File: src/rtl/aes_req_scheduler.sv
// Round-robin scheduler that time-shares one AES core among NREQ requesters.
// Handshakes: a transfer happens on a rising clk edge where valid and ready are both high; valid holds its payload until then.
module aes_req_scheduler #(
  parameter int NREQ    = 4,
  parameter int IDW     = 2,
  parameter int TIMEOUT = 31
) (
  input  logic                 clk,
  input  logic                 rst,
  input  logic [NREQ-1:0]      req_valid,
  output logic [NREQ-1:0]      req_ready,
  input  logic [128*NREQ-1:0]  req_key,
  input  logic [128*NREQ-1:0]  req_text,
  output logic                 rsp_valid,
  input  logic                 rsp_ready,
  output logic [127:0]         rsp_data,
  output logic [IDW-1:0]       rsp_id,
  output logic                 rsp_err,
  output logic                 core_ld,
  output logic [127:0]         core_key,
  output logic [127:0]         core_text_in,
  input  logic [127:0]         core_text_out,
  input  logic                 core_done,
  output logic                 busy,
  output logic [1:0]           dbg_state
);

  localparam int CW = $clog2(TIMEOUT + 1);

  typedef enum logic [1:0] {IDLE = 2'd0, LOAD = 2'd1, WAIT = 2'd2, RESP = 2'd3} state_t;

  state_t          state, state_nx;
  logic [IDW-1:0]  ptr;
  logic [IDW-1:0]  gidx;
  logic [IDW-1:0]  cand;
  logic            gvalid;
  logic [CW-1:0]   cnt;
  logic            done_ok;
  logic            tmo;

  // Search starts just after the last winner, so the last winner has lowest priority.
  always_comb begin
    gvalid = 1'b0;
    gidx   = '0;
    cand   = '0;
    for (int k = 1; k <= NREQ; k++) begin
      cand = IDW'((int'(ptr) + k) % NREQ);
      if (!gvalid && req_valid[cand]) begin
        gvalid = 1'b1;
        gidx   = cand;
      end
    end
  end

  always_comb begin
    req_ready = '0;
    if (!rst && state == IDLE && gvalid) req_ready[gidx] = 1'b1;
  end

  // A done level may linger from the previous operation, so ignore it for the first two WAIT cycles.
  assign done_ok   = core_done && (cnt >= CW'(2));
  assign tmo       = (cnt == CW'(TIMEOUT));
  assign core_ld   = (state == LOAD);
  assign busy      = (state != IDLE);
  assign dbg_state = state;

  always_comb begin
    state_nx = state;
    case (state)
      IDLE:    if (gvalid) state_nx = LOAD;
      LOAD:    state_nx = WAIT;
      WAIT:    if (done_ok || tmo) state_nx = RESP;
      RESP:    if (rsp_ready) state_nx = IDLE;
      default: state_nx = IDLE;
    endcase
  end

  always_ff @(posedge clk or posedge rst) begin
    if (rst) begin
      state        <= IDLE;
      ptr          <= IDW'(NREQ - 1);
      cnt          <= '0;
      core_key     <= '0;
      core_text_in <= '0;
      rsp_valid    <= 1'b0;
      rsp_data     <= '0;
      rsp_id       <= '0;
      rsp_err      <= 1'b0;
    end else begin
      state <= state_nx;
      case (state)
        IDLE: begin
          if (gvalid) begin
            core_key     <= req_key[128*gidx +: 128];
            core_text_in <= req_text[128*gidx +: 128];
            rsp_id       <= gidx;
            ptr          <= gidx;
          end
        end
        LOAD: cnt <= '0;
        WAIT: begin
          cnt <= cnt + CW'(1);
          // Done takes priority over a timeout in the same cycle.
          if (done_ok) begin
            rsp_data  <= core_text_out;
            rsp_err   <= 1'b0;
            rsp_valid <= 1'b1;
          end else if (tmo) begin
            rsp_data  <= '0;
            rsp_err   <= 1'b1;
            rsp_valid <= 1'b1;
          end
        end
        RESP: if (rsp_ready) rsp_valid <= 1'b0;
        default: ;
      endcase
    end
  end

endmodule

File: config.mk
export PLATFORM = sky130hd
export DESIGN_NAME = aes_req_scheduler
export DESIGN_NICKNAME = d
export VERILOG_FILES = /design/src/rtl/aes_req_scheduler.sv
export SDC_FILE = /design/constraint.sdc
export NUM_CORES = 1
export LEC_CHECK = 0
export BUFFER_PORTS_ARGS = -buffer_cell sky130_fd_sc_hd__clkbuf_2
export CORE_AREA = 8 8 593 595
export DETAILED_ROUTE_END_ITERATION = 8
export DIE_AREA = 0 0 601 603
export HOLD_SLACK_MARGIN = 0.03
export PLACE_DENSITY_LB_ADDON = 0.05
export SLEW_MARGIN = 20
export SYNTH_ARGS = -nofsm -noshare
export SYNTH_HDL_FRONTEND = slang
export SYNTH_SLANG_ARGS = --single-unit
File: constraint.sdc
create_clock -name clk -period 18.7 [get_ports clk]
set_input_delay 1.87 -clock clk [delete_from_list [all_inputs] [get_ports clk]]
set_output_delay 1.87 -clock clk [all_outputs]
set_load 0.02 [all_outputs]
==> results.tsv <==
stage	metric	value	unit
cts	cts.reportedPaths.clkPinSlew	0.06	ns
cells_and_area	regArea	9937	sq um
synthesis	synth_compound_area_share	31.30	%
die	fp-row-count	215	
worst_setup_path	cp-end-kind	primary output	
die	fp.dieW	601	microns
synthesis	synth_nets	3289	
power_and_ir_drop	p_int	3.205	mW
synthesis	syn_area	22290	sq um
sta	setup_tns	0	ns
global_routing	grt.total_usage	12.32	%
cts	cts-hold-fix-buffers	0	
cts	insertion_delay	0.73	ns
detailed_routing	detail_route.wirelength	234.5	mm
synthesis	ys_warn_count	0	
global_routing	first_global_vias	26950	
die	start_util	6.519	%
placed_design	port_buffers	1555	
cells_and_area	mostFrequentLayoutCell	clkbuf_2	
sta	max_freq	172.3	MHz
flow_run	drv_cap	0	
power_and_ir_drop	swShare	50.48	%
sta	hold_violations	0	
detailed_routing	num_vias	25130	
die	die_y	603	microns
sta	tightest_slew	1.214	ns
detailed_routing	drt_iter0_drc	1316	
cells_and_area	nets	4759	
sta	hold_slack	0.5004	ns
cells_and_area	fin_util	11.02	%
synthesis	syn_avg_cell_area	10.51	sq um
placed_design	place_ws	12.20	ns
placed_design	dpl.cell_count	8071	
synthesis	synthAdderAreaFrac	0.4491	%
power_and_ir_drop	p_sw	3.268	mW
power_and_ir_drop	leakagePower	16.50	nW
cells_and_area	layout_common_cells	clkbuf_2 (1555), dfrtp_1 (395), nor2_1 (322), o21ai_0 (200), o22ai_1 (196)	
cells_and_area	syn_to_final_growth	69.04	%
synthesis	synth-simple-area-share	6.119	%
worst_hold_path	min_path_type	reg2reg	
die	dieArea	362400	sq um
global_routing	grt_pass1_wl	298.3	mm
power_and_ir_drop	irDropWorstVdd	0.07838	mV
power_and_ir_drop	pwr-share-seq	24.3	%
synthesis	synth-main-ff-cell	dfrtp_1	
placed_design	place_area	35220	sq um
detailed_routing	wire_per_inst	28.45	microns
worst_setup_path	cp-start-kind	input pin	
sta	clock_skew	0.03182	ns
power_and_ir_drop	p_clk_share	21.7	%
cells_and_area	final_cells	8241	
synthesis	synth_seq_cells	397	
placed_design	globalplace.congestion	0.7821	
sta	drv_slew	0	
synthesis	ys_types	45	
synthesis	syn_inst	2121	
worst_setup_path	crit_arrival	3.93	ns
die	io_pins	1556	
detailed_routing	drc	0	
detailed_routing	drt-vias-per-instance	3.049	
worst_setup_path	worstPathMaxFanout	49	
worst_setup_path	crit_required	16.83	ns
cts	cts_resized	0	
synthesis	synthXorXnorAreaFrac	0.03930	%
detailed_routing	ant_nets	0	
cts	post_cts.repair.setup_buffers	0	
cells_and_area	fillCellCount	39590	
sta	setup_viol	0	
power_and_ir_drop	power	6.473	mW
sta	slew_headroom	19.04	%
die	core	341900	sq um
sta	worst_slack	12.90	ns
status	outcome	complete, no violations	
global_routing	antenna_found_initial	127	
synthesis	synth.area.mux_share	11.94	%
cts	cts_root_buf	clkbuf_16	
sta	fin_crit	5.803	ns
power_and_ir_drop	power_frac_comb	54.0	%
synthesis	synth_edf_count	0	
cells_and_area	fin_area	37680	sq um
cts	cts.sinks	397	
cts	htree_levels	3	
sta	finalCritPeriodShare	31.03	%
cells_and_area	multi_input_area	11210	sq um
cells_and_area	drive_gt1_share	51.88	%
synthesis	synth_top_family_by_area	compound AO/OA/AOI/OAI gates	
synthesis	ys_seq_area_share	44.59	%
synthesis	async_reset_ff_share	100.0	%
power_and_ir_drop	pwr_density_cell	171.8	nW/um^2
detailed_routing	first_pass_iters	5	
sta	rsz0062_at_grt	no	
cts	cts_tree	built	
global_routing	overflow	0	
cts	numCtsBuffers	75	
placed_design	dp_hpwl	191.5	mm
global_routing	grt_max_degree	178	
cts	cts_buffer_depth	4	
worst_setup_path	criticalPathCategory	in2out	
-- routing by layer --
metal / vias up / GRT usage [%] / share of wire (%)
met4: 84 / 4.441 / 3.0
li1: 11310 / - / -
met5: - / 0 / 0.23
met3: 322 / 4.925 / 8.6
met2: 1146 / 22.10 / 52
met1: 12260 / 13.02 / 37
-- kinds of logic (layout without fill, tap and decap cells) --
logic type                 Yosys count  count (layout)
AOI/OAI and AO/OA                  869             869
DFF                                397             397
and+or+nand+nor                    350             350
muxes                              258             258
buffers and inverters              238            1756
adders and majority gates            8               8
xor gates and xnor gates             1               1
other                                0              45
-- sequential cells by signal, summed over array words and instances, names as in the netlist --
name,cells
core_key,128
core_text_in,128
rsp_data,128
cnt,5
dbg_state,2
ptr,2
rsp_id,2
rsp_err,1
rsp_valid,1
-- Yosys cell counts (15+ instances only) --
cell type    n  share of area (%)
dfrtp_1    395                 44
nor2_1     323                5.4
o21ai_0    200                4.5
mux2i_1    196                8.8
o22ai_1    196                5.5
a221oi_1   155                6.1
a22o_1     131                5.1
clkbuf_1   122                2.1
a221oi_2   102                6.9
o2bb2ai_1   61                2.4
buf_2       53                1.2
mux2_2      51                2.6
buf_6       15               0.76
inv_1       15               0.25
-- final timing paths --
kind / endpoint / start / slack (ns) / cells after the start
setup / recovery: req_ready[2] / req_valid[1] / 12.90 / 7
hold / removal: rsp_data[95]$_DFFE_PP0P_ / rsp_data[95]$_DFFE_PP0P_ / 0.50 / 1
setup reg to reg: core_key[31]$_DFFE_PP0P_ / dbg_state[0]$_DFFE_PP0P_ / 13.46 / 11
hold reg to reg: rsp_data[95]$_DFFE_PP0P_ / rsp_data[95]$_DFFE_PP0P_ / 0.50 / 1
max in group asynchronous: rsp_data[111]$_DFFE_PP0P_ / rst / 15.42 / 4
min in group asynchronous: core_text_in[35]$_DFFE_PP0P_ / rst / 1.43 / 2
-- power by group through the flow --
| stage | combinational [mW] | sequential [mW] | clock (mW) |
|---|---|---|---|
| global route | 3.79 | 1.63 | 1.52 |
| CTS | 3.64 | 1.59 | 1.51 |
| finish | 3.50 | 1.57 | 1.41 |
| detailed placement | 3.64 | 1.59 | 0 |
| global placement | 3.66 | 1.61 | 0 |
| floorplan | 1.57 | 1.93 | 0 |
-- worst max-delay path, cell delays in order --
cell and delay (ns):
clkbuf_2 0.15, nor4_2 0.31, buf_4 0.23, nand2b_4 0.66, nor2_1 0.24, and2_1 0.24
clkbuf_2 0.16
-- layout make-up --
| type | count | share of cell area (%) |
|---|---|---|
| Inverter | 15 | 0.1694 |
| Timing Repair Buffer | 1616 | 22.04 |
| Clock inverter | 9 | 0.3022 |
| Antenna cell | 45 | 0.2989 |
| Multi-Input combinational cell | 1486 | 29.76 |
| Clock buffer | 116 | 5.925 |
| Sequential cell | 397 | 26.37 |
| Tap cell | 4557 | 15.13 |
Note: power is estimated with default switching activity, not from simulation.
